<file path="config.mk">
export PLATFORM = sky130hd
export DESIGN_NAME = delay_line_arbiter
export DESIGN_NICKNAME = d
export VERILOG_FILES = /design/src/rtl/delay_line_arbiter.sv
export SDC_FILE = /design/constraint.sdc
export NUM_CORES = 1
export LEC_CHECK = 0
export ABC_AREA = 1
export ABC_CLOCK_PERIOD_IN_PS = 3950
export BUFFER_PORTS_ARGS = -buffer_cell sky130_fd_sc_hd__buf_2
export CORE_MARGIN = 2
export CORE_UTILIZATION = 43
export DETAILED_ROUTE_END_ITERATION = 10
export GPL_ROUTABILITY_DRIVEN = 1
export PLACE_DENSITY = 0.73
export SYNTH_ARGS = -nofsm -noshare
export SYNTH_HDL_FRONTEND = slang
export SYNTH_SLANG_ARGS = --single-unit
</file>
<file path="constraint.sdc">
create_clock -name clk -period 3.95 [get_ports clk]
set_clock_uncertainty 0.2 [all_clocks]
set_input_delay 0.5925 -clock clk [delete_from_list [all_inputs] [get_ports clk]]
set_output_delay 0.5925 -clock clk [all_outputs]
set_load 0.005 [all_outputs]
</file>
<file path="src/rtl/delay_line_arbiter.sv">
// delay_line_arbiter: round-robin sharing of one external delay line between requesters A and B,
// with a tag pipeline mirroring the line so each emerging item is routed back to its owner.
module delay_line_arbiter #(
   parameter int size = 10,
   parameter int width = 8
) (
   input  logic                       clk,
   input  logic                       rst_n,
   input  logic                       req_a,
   input  logic [width-1:0]           data_a,
   output logic                       ack_a,
   input  logic                       req_b,
   input  logic [width-1:0]           data_b,
   output logic                       ack_b,
   output logic [width-1:0]           dl_in,
   output logic                       dl_enable,
   input  logic [width-1:0]           dl_out,
   output logic                       resp_valid_a,
   input  logic                       resp_ready_a,
   output logic                       resp_valid_b,
   input  logic                       resp_ready_b,
   output logic [width-1:0]           resp_data,
   output logic [$clog2(size+1)-1:0]  occupancy
);
   localparam int ow = $clog2(size+1);
   logic [size-1:0] tag_valid, tag_id;
   logic favor_b, last_valid, last_id, stall, advance, gnt_a, gnt_b, gnt, hs;
   always_comb begin
      last_valid = tag_valid[size-1];
      last_id = tag_id[size-1];
      stall = last_valid && !(last_id ? resp_ready_b : resp_ready_a);
      advance = rst_n && !stall && (occupancy != '0 || req_a || req_b);
      gnt_a = advance && req_a && (!req_b || !favor_b);
      gnt_b = advance && req_b && !gnt_a;
      gnt = gnt_a || gnt_b;
      hs = rst_n && last_valid && !stall;
      ack_a = gnt_a;
      ack_b = gnt_b;
      dl_enable = advance;
      dl_in = gnt_a ? data_a : gnt_b ? data_b : '0;
      resp_valid_a = rst_n && last_valid && !last_id;
      resp_valid_b = rst_n && last_valid && last_id;
      resp_data = dl_out;
   end
   // an exit and an entry on the same edge leave occupancy unchanged
   always_ff @(posedge clk)
      if (!rst_n) begin
         tag_valid <= '0;
         tag_id <= '0;
         occupancy <= '0;
         favor_b <= 1'b0;
      end else if (advance) begin
         tag_valid <= {tag_valid[size-2:0], gnt};
         tag_id <= {tag_id[size-2:0], gnt_b};
         occupancy <= occupancy + ow'(gnt) - ow'(hs);
         if (gnt) favor_b <= gnt_a;
      end
endmodule

</file>
==> results of run 1 <==
[report_power, final]
part / total [µW] / leakage, µW / switching (µW) / internal [µW]
registers: 279 / 0.000204 / 11.1 / 268
logic: 124 / 0.000605 / 72.7 / 51.1
clock network: 122 / 0.0000139 / 82.8 / 38.8
[routing by layer]
| metal | share of wire, % | up-vias |
|---|---|---|
| met4 | 1.8 | 0 |
| met2 | 42 | 37 |
| met5 | 0 | - |
| met1 | 50 | 499 |
| li1 | - | 634 |
| met3 | 7.0 | 5 |
[sequential cells by signal, indices dropped and copies added (netlist names)]
register,count
tag_id,10
tag_valid,10
occupancy,4
favor_b,1
[area by class of cell]
| cell class | count | area (µm²) | share of cell area (%) |
|---|---|---|---|
| Multi-Input combinational cell | 133 | 662 | 44.5 |
| Sequential cell | 25 | 500 | 33.6 |
| Timing Repair Buffer | 38 | 190 | 12.8 |
| Inverter | 17 | 63.8 | 4.29 |
| Tap cell | 33 | 41.3 | 2.78 |
| Clock buffer | 3 | 22.5 | 1.51 |
| Clock inverter | 1 | 7.51 | 0.505 |
[synthesized netlist by cell type]
cell type and n:
nand2_2 2, nand3_2 1, ha_1 5, fa_1 1, nor2_4 1, a21oi_1 3
inv_1 16, dfxtp_1 25, nand3_4 1, nand4_1 1, clkbuf_1 2, nor2_1 12
o21ai_0 2, nor2_8 1, inv_2 1, nor2_2 1, xnor2_1 1, buf_6 3
nand2_4 1, nand3_1 22, nand2_1 76, buf_4 9, o21ai_1 2, buf_2 1
[metrics by stage]
| stage | std cells | utilization, % | worst slack, ns |
|---|---|---|---|
| 2_1_floorplan | 190 | - | 1.41 |
| 3_3_place_gp | 246 | 48.5 | 1.02 |
| 3_5_place_dp | 246 | 48.5 | 0.952 |
| 4_1_cts | 250 | 49.5 | 1.32 |
| 5_1_grt | 250 | 49.5 | 1.05 |
| 6_report | 250 | 49.5 | 1.33 |
[cell families (layout without fill, tap and decap cells)]
family | after synthesis | after routing | share of synthesized area [%]
compound gates | 7 | 7 | 2.61
xor+xnor | 1 | 1 | 0.654
fa+ha+maj | 6 | 6 | 6.16
buf+inv | 32 | 59 | 13.3
flops | 25 | 25 | 37.3
simple gates | 119 | 119 | 40.0
[path summary, 6_finish.rpt]
kind | start | end | slack, ns | cells past startpoint
min reg2reg | tag_valid[3] | tag_valid[4] | 0.26 | 2
max reg2reg | tag_id[9] | occupancy[2] | 1.53 | 13
min | tag_valid[3] | tag_valid[4] | 0.26 | 2
max | rst_n | occupancy[2] | 1.33 | 12
[worst max-delay path, delay by kind of cell]
kind / cells / cell delay (ns)
adder cells (fa/ha/maj): 3 / 0.83
buffers and inverters: 4 / 0.67
AO/OA/AOI/OAI: 2 / 0.26
AND/OR/NAND/NOR: 2 / 0.18
XOR/XNOR: 1 / 0.13
==> out/qor.csv, run 1 <==
stage,metric,value,unit
clock_network,ctsResizeCount,0,
yosys,yosys.cell_types.count,24,
clock_network,htree_levels,1,
min_path,hp-class,register to register,
detailed_routing,drc_errors,0,
floorplan,chipHeight,59.8,µm
worst_setup_path,crit_type,input pin to register,
cells_and_area,layout_commonest_cell,nand2_1,
clock_network,clk_latency,0.33,ns
cells_and_area,drive_above_1_share,23.5,%
timing,fin_crit_sh,66.5,%
place,place_congestion,0.747,
grt,overflow,0,
grt,met3_usage,3.90,%
worst_setup_path,cp-end-kind,register,
floorplan,die-width,59.8,µm
yosys,syn_area,1340,µm²
grt,use_met1,19.7,%
place,dpl_cell_area,1460,µm²
clock_network,clkTransAtPathRegs,0.15,ns
worst_setup_path,critical_path.most_common_cell,inv_1,
timing,hold_viol_final,0,
cells_and_area,final_cell_mix,"76 x nand2_1, 38 x buf_2, 25 x dfxtp_1",
clock_network,cts_setup_buffers,0,
detailed_routing,wirelength,2520,µm
timing,max_freq,381,MHz
worst_setup_path,critPathMaxFanout,26,
floorplan,die-area,3580,µm²
worst_setup_path,startpoint_type,input pin,
worst_setup_path,crit_arrival,2.66,ns
timing,slew_headroom,67.3,%
cells_and_area,stdcell_area,1490,µm²
clock_network,numCtsBuffers,3,
grt,met2_usage,27.5,%
detailed_routing,routed_via_density,4.70,
timing,holdWs,0.258,ns
yosys,synth.net_count,226,
yosys,yosys-top-cells-area,"dfxtp_1 37%, nand2_1 21%, nand3_1 8.2%",
cells_and_area,fill_cells,317,
detailed_routing,postRouteAntennaNets,0,
place,hpwlAfterDp,1820,µm
timing,rsz0062_at_grt,no,
pwr,leakagePower,0.000823,µW
detailed_routing,first_iter_violations,68,
detailed_routing,routedWlPerCell,10.1,µm
yosys,synth_seq_cells,25,
clock_network,clock_sinks,25,
clock_network,clockBufferDepth,2,
cells_and_area,n_antenna_cell,0,
worst_setup_path,cpPeakStageDelay,0.40,ns
pwr,totalPowerFinal,525,µW
floorplan,num_io_pins,55,
clock_network,hold_buffers,0,
floorplan,rows,20,
outcome,outcome,completed,
grt,grt_pass1_wl,4490,µm
worst_setup_path,cp.required,3.98,ns
timing,setup-tns-final,0,ns
yosys,synth_top_area_share,37.3,%
grt,first_global_vias,1112,
cells_and_area,syn2layout_area_growth,11.0,%
yosys,synth_cells,190,
timing,slew_violations,0,
yosys,synth_top_cell_by_area,dfxtp_1,
job,cap_violations,0,
yosys,synth-seq-area-share,37.3,%
floorplan,core,3000,µm²
floorplan,start_util,44.6,%
grt,track_usage,16.5,%
timing,worst_pin_slew,0.491,ns
worst_setup_path,path_cells,buf_2 -> inv_1 -> nor2_1 -> o21ai_1 -> ha_1 -> inv_1 -> ha_1 -> inv_1 -> fa_1 -> xnor2_1 -> o21ai_0 -> nor2_1,
clock_network,cts_tree,built,
pwr,pwr_density_cell,353,nW/µm²
yosys,avgSynthCellArea,7.05,µm²
timing,period_minus_slack,2.62,ns
timing,setup_viol,0,
worst_setup_path,crit_slowest_cell,buf_2,
clock_network,cts_root_buffer,clkbuf_4,
yosys,yosysWarnings,0,
grt,antenna_found_initial,0,
grt,grt_start_max_net_pins,27,
cells_and_area,fin_nets,254,
detailed_routing,firstDrtPassIters,4,
pwr,vdd_ir_drop_max,0.137,mV
place,io_buffers,38,
grt,top_usage_layer,met2,
detailed_routing,vias,1175,
(Power assumes the default switching activity.)
==> run 2, diff against run 1 <==
--- a/config.mk
+++ b/config.mk
@@ -6,13 +6,13 @@
 export NUM_CORES = 1
 export LEC_CHECK = 0
 export ABC_AREA = 1
-export ABC_CLOCK_PERIOD_IN_PS = 3950
+export ABC_CLOCK_PERIOD_IN_PS = 2200
 export BUFFER_PORTS_ARGS = -buffer_cell sky130_fd_sc_hd__buf_2
 export CORE_MARGIN = 2
 export CORE_UTILIZATION = 43
 export DETAILED_ROUTE_END_ITERATION = 10
 export GPL_ROUTABILITY_DRIVEN = 1
-export PLACE_DENSITY = 0.73
+export PLACE_DENSITY = 0.75
 export SYNTH_ARGS = -nofsm -noshare
 export SYNTH_HDL_FRONTEND = slang
 export SYNTH_SLANG_ARGS = --single-unit
==> constraint.sdc (replaced) <==
create_clock -name clk -period 2.2 [get_ports clk]
set_clock_uncertainty 0.2 [all_clocks]
set_input_delay 0.33 -clock clk [delete_from_list [all_inputs] [get_ports clk]]
set_output_delay 0.33 -clock clk [all_outputs]
set_load 0.005 [all_outputs]
==> run 2 against run 1 <==
Effect of this change: sequential share of layout area decreased by 5.0 points; via count increased by 13%; count of clock-buffer cells in the layout grew 1; cell count up 12%; wire length up 26%.
==> out/qor.csv, run 2 (same netlist as run 1, synthesis figures left out) <==
stage,metric,value,unit
timing,max_freq,459,MHz
worst_setup_path,cpPeakStageDelay,0.38,ns
worst_setup_path,startpoint_type,register,
worst_setup_path,cp-end-kind,register,
timing,setup_viol,0,
timing,slew_violations,0,
job,cap_violations,0,
floorplan,start_util,44.6,%
detailed_routing,routedWlPerCell,11.4,µm
cells_and_area,utilization,58.5,%
place,dpl_cell_area,1540,µm²
clock_network,clockBufferDepth,2,
cells_and_area,final_cell_mix,"74 x nand2_1, 38 x buf_2, 26 x buf_4",
worst_setup_path,crit_slowest_cell,dfxtp_2,
clock_network,numCtsBuffers,3,
worst_setup_path,crit_type,register to register,
pwr,pwr_density_cell,568,nW/µm²
grt,first_global_vias,1310,
floorplan,chipHeight,59.8,µm
cells_and_area,fill_cells,276,
detailed_routing,routed_via_density,4.76,
cells_and_area,drive_above_1_share,38.6,%
clock_network,clk_latency,0.31,ns
grt,antenna_found_initial,0,
grt,track_usage,18.9,%
detailed_routing,firstDrtPassIters,4,
floorplan,core,3000,µm²
detailed_routing,wirelength,3170,µm
grt,grt_start_max_net_pins,23,
timing,fin_crit_sh,99.0,%
clock_network,clkTransAtPathRegs,0.13,ns
cells_and_area,syn2layout_area_growth,31.0,%
floorplan,num_io_pins,55,
detailed_routing,drc_errors,0,
detailed_routing,postRouteAntennaNets,0,
worst_setup_path,cp_top_family,adder cells,
min_path,hp-class,input pin to register,
worst_setup_path,cp_num_buf_inv,2,
pwr,leakagePower,0.000954,µW
clock_network,htree_levels,1,
grt,overflow,0,
outcome,outcome,completed,
floorplan,die-area,3580,µm²
clock_network,clock_sinks,25,
cells_and_area,n_antenna_cell,0,
worst_setup_path,critPathMaxFanout,3,
detailed_routing,vias,1327,
worst_setup_path,path_cells,nand2_2 -> nand2_2 -> nor2_2 -> nor2_2 -> o21ai_2 -> ha_1 -> inv_2 -> ha_4 -> inv_2 -> fa_2 -> xnor2_1 -> o21ai_1 -> nor2_1,
place,hpwlAfterDp,2070,µm
cells_and_area,stdcell_area,1760,µm²
timing,worst_pin_slew,0.455,ns
cells_and_area,layout_commonest_cell,nand2_1,
floorplan,die-width,59.8,µm
detailed_routing,first_iter_violations,84,
place,place_congestion,0.741,
timing,rsz0062_at_grt,yes,
worst_setup_path,cp.required,2.22,ns
timing,holdWs,0.198,ns
clock_network,cts_tree,built,
cells_and_area,final_cells,279,
worst_setup_path,crit_arrival,2.20,ns
pwr,vdd_ir_drop_max,0.225,mV
timing,slew_headroom,69.6,%
grt,grt_pass1_wl,5290,µm
clock_network,hold_buffers,0,
place,place_inst,257,
cells_and_area,fin_nets,283,
cells_and_area,multi_input_area,728,µm²
timing,hold_viol_final,0,
timing,setup-tns-final,0,ns
place,io_buffers,38,
cells_and_area,top_regs,"tag_id: 10 flops, tag_valid: 10 flops, occupancy: 4 flops",
clock_network,cts_root_buffer,clkbuf_4,
cells_and_area,layout.area.seq,503,µm²
floorplan,rows,20,
timing,period_minus_slack,2.18,ns
[run 2: metrics by stage]
stage | worst slack (ns) | power [µW]
2_1_floorplan | 0.0264 | 684
3_3_place_gp | -0.151 | 744
3_5_place_dp | -0.188 | 751
4_1_cts | 0.00694 | 977
5_1_grt | -0.0974 | 1070
6_report | 0.0223 | 997
[run 2: final timing paths]
check                 start           end  slack (ns)  depth (start not counted)
setup / recovery  tag_id[9]  occupancy[2]        0.02                         13
hold / removal        rst_n  tag_valid[0]        0.20                          4
setup reg to reg  tag_id[9]  occupancy[2]        0.02                         13
hold reg to reg   tag_id[8]     tag_id[9]        0.26                          2
[run 2: cell type report]
type,count,area share (%)
multi-input combinational,135,41.5
sequential,25,28.7
timing repair buffer,64,22.0
inverter,17,3.64
tap,33,2.35
clock buffer,4,1.50
timing repair inverter,1,0.428
[run 2: metal layers]
metal,GRT usage (%),share of wire (%),wire length [µm]
met4,4.76,1.1,34
met1,23.0,44,1390
met2,33.2,48,1540
met3,4.55,6.6,209
met5,0,0,0
[run 2: worst reg2reg max path, stage by stage (launching register included)]
cell     delay (ns)
dfxtp_2        0.38
nand2_2        0.06
nand2_2        0.06
nor2_2         0.04
nor2_2         0.11
o21ai_2        0.07
ha_1           0.30
inv_2          0.08
ha_4           0.13
inv_2          0.03
fa_2           0.32
xnor2_1        0.12
o21ai_1        0.12
nor2_1         0.06
[run 2: power breakdown]
part	internal (µW)	switching, µW
registers	482	23.8
logic	134	157
clock network	70.9	130
total	687	311
[run 2: repair_timing]
| action | in CTS | in global routing |
|---|---|---|
| buffers inserted | 10 | 6 |
| cloned | 1 | 2 |
| pin swaps | 3 | 9 |
| setup endpoints to repair | 3 | 14 |
| resized for setup | 7 | 11 |
==> run 3, diff against run 2 <==
--- a/config.mk
+++ b/config.mk
@@ -13,6 +13,7 @@
 export DETAILED_ROUTE_END_ITERATION = 10
 export GPL_ROUTABILITY_DRIVEN = 1
 export PLACE_DENSITY = 0.75
+export REMOVE_ABC_BUFFERS = 1
 export SYNTH_ARGS = -nofsm -noshare
 export SYNTH_HDL_FRONTEND = slang
 export SYNTH_SLANG_ARGS = --single-unit
==> run 3 against run 2 <==
Effect of this change: sequential cell count is the same; core utilization shrank 2.9 points; register-to-register slack worse by 0.02 ns; power shrank 1.9%; combinational power fell by 11%; first-iteration DRC count is 68% lower; worst setup slack lost 0.021 ns; die area is the same; non-clock buffer count shrank 9; clock power up 7%; via count down 5.3%; largest power group unchanged; critical path type unchanged.
==> out/qor.csv, run 3 (same netlist as run 1, synthesis figures left out) <==
stage,metric,value,unit
detailed_routing,wirelength,2990,µm
timing,max_freq,455,MHz
cells_and_area,fill_cells,282,
timing,period_minus_slack,2.20,ns
place,place_congestion,0.709,
worst_setup_path,crit_slowest_cell,fa_2,
worst_setup_path,crit_type,register to register,
detailed_routing,routedWlPerCell,11.1,µm
grt,track_usage,15.7,%
worst_setup_path,cp-end-kind,register,
grt,first_global_vias,1027,
worst_setup_path,r2r_end,occupancy[1],
worst_setup_path,startpoint_type,register,
floorplan,die-area,3580,µm²
worst_setup_path,cp-startpoint,tag_id[9],
timing,setup_ws,0.00116,ns
worst_setup_path,cp.required,2.24,ns
place,pre_cts_ws,-0.178,ns
clock_network,clkTransAtPathRegs,0.15,ns
timing,fin_crit_sh,99.9,%
clock_network,numCtsBuffers,3,
cells_and_area,n_antenna_cell,0,
clock_network,clock_sinks,25,
job,cap_violations,0,
worst_setup_path,critPathMaxFanout,3,
worst_setup_path,r2r-start,tag_id[9],
clock_network,hold_buffers,0,
detailed_routing,routed_via_density,4.66,
cells_and_area,drive_above_1_share,34.2,%
worst_setup_path,r2r_slack,0.001,ns
timing,worst_pin_slew,0.297,ns
clock_network,cts_tree,built,
place,hpwlAfterDp,2050,µm
pwr,leakagePower,0.000911,µW
timing,rsz0062_at_grt,yes,
floorplan,start_util,44.6,%
timing,setup_viol,0,
worst_setup_path,cpPeakStageDelay,0.52,ns
detailed_routing,firstDrtPassIters,4,
cells_and_area,syn2layout_area_growth,24.5,%
clock_network,cts_root_buffer,clkbuf_4,
timing,slew_violations,0,
detailed_routing,vias,1257,
worst_setup_path,crit_arrival,2.24,ns
pwr,vdd_ir_drop_max,0.353,mV
detailed_routing,postRouteAntennaNets,0,
timing,slew_headroom,80.1,%
cells_and_area,final_cell_mix,"73 x nand2_1, 38 x buf_2, 23 x dfxtp_1",
clock_network,clk_latency,0.32,ns
grt,overflow,0,
floorplan,chipHeight,59.8,µm
grt,grt_pass1_wl,4330,µm
floorplan,core,3000,µm²
pwr,totalPowerFinal,979,µW
timing,hold_viol_final,0,
worst_setup_path,path_cells,nor2_1 -> nor2_2 -> nor2_1 -> o21ai_1 -> ha_1 -> inv_1 -> ha_2 -> inv_2 -> fa_2 -> nand2_1 -> nand2_1 -> nor2_1,
pwr,pwr_density_cell,587,nW/µm²
outcome,outcome,completed,
worst_setup_path,critical_path.most_common_cell,nor2_1,
cells_and_area,layout_commonest_cell,nand2_1,
cells_and_area,fin_nets,274,
timing,setup-tns-final,0,ns
worst_setup_path,crit_path_end,occupancy[1],
min_path,hp-class,input pin to register,
floorplan,rows,20,
place,io_buffers,38,
grt,antenna_found_initial,0,
floorplan,num_io_pins,55,
clock_network,clockBufferDepth,2,
grt,grt_start_max_net_pins,26,
clock_network,htree_levels,1,
worst_setup_path,rr_worst_depth,12,
detailed_routing,drc_errors,0,
detailed_routing,first_iter_violations,27,
floorplan,die-width,59.8,µm
cells_and_area,top_regs,"tag_id: 10 flops, tag_valid: 10 flops, occupancy: 4 flops",
[run 3: changes by cell type in the layout (fill, tap and decap cells not counted), moves of 2 or more]
cell,change
nand3_2,-2
nand3_1,+2
buf_4,-9
nor2_1,+3
nor2_2,-4
[run 3: per-stage QoR]
stage                     hold WS, ns  instance area, µm²  util (%)  cells
after floorplan                 0.226                1230         -    175
after detailed placement        0.239                1570      52.3    261
after CTS                       0.184                1610      53.6    265
after global placement          0.234                1570      52.3    261
final                           0.192                1670      55.5    270
after global routing            0.201                1670      55.5    270
[run 3: final cells by class]
type                            count  area, µm²  share of cell area [%]
Clock buffer                        3       22.5                    1.35
Inverter                           17       63.8                    3.83
Clock inverter                      1       7.51                   0.450
Sequential cell                    25        503                    30.2
Timing Repair inverter              1       7.51                   0.450
Tap cell                           33       41.3                    2.48
Timing Repair Buffer               55        318                    19.1
Multi-Input combinational cell    135        704                    42.2
[run 3: worst min path at each step]
| stage | start | to | slack, ns | cells past startpoint |
|---|---|---|---|---|
| finish | rst_n | tag_valid[0] | 0.19 | 4 |
| detailed placement | tag_valid[4] | tag_valid[5] | 0.24 | 2 |
| floorplan | tag_id[0] | tag_id[1] | 0.23 | 2 |
| CTS | rst_n | tag_valid[0] | 0.18 | 4 |
| global route | rst_n | tag_valid[0] | 0.20 | 4 |
| global placement | tag_valid[4] | tag_valid[5] | 0.23 | 2 |
[run 3: routing by layer]
metal,wire [µm],global-route usage [%],up-vias
met5,0,0,-
met4,13,4.76,0
met3,103,4.98,2
met2,1410,23.4,24
met1,1460,21.4,555
li1,-,-,676
[run 3: power by group]
group	switching [µW]	total (µW)	internal, µW
clock network	146	216	69.3
logic	146	259	112
registers	21.7	504	483
total	314	979	664
[run 3: timing repair]
item,4_1_cts,5_1_grt
buffers inserted,0,2
setup endpoints to repair,3,11
resized for setup,6,8
gates cloned,0,3
pin swaps,3,3
[run 3: worst max-delay path: cells and delay by family, from the launching register on]
family	cells	cell delay (ns)
compound gates	1	0.08
fa+ha+maj	3	0.97
buf+inv	2	0.10
flops	1	0.36
simple gates	6	0.40
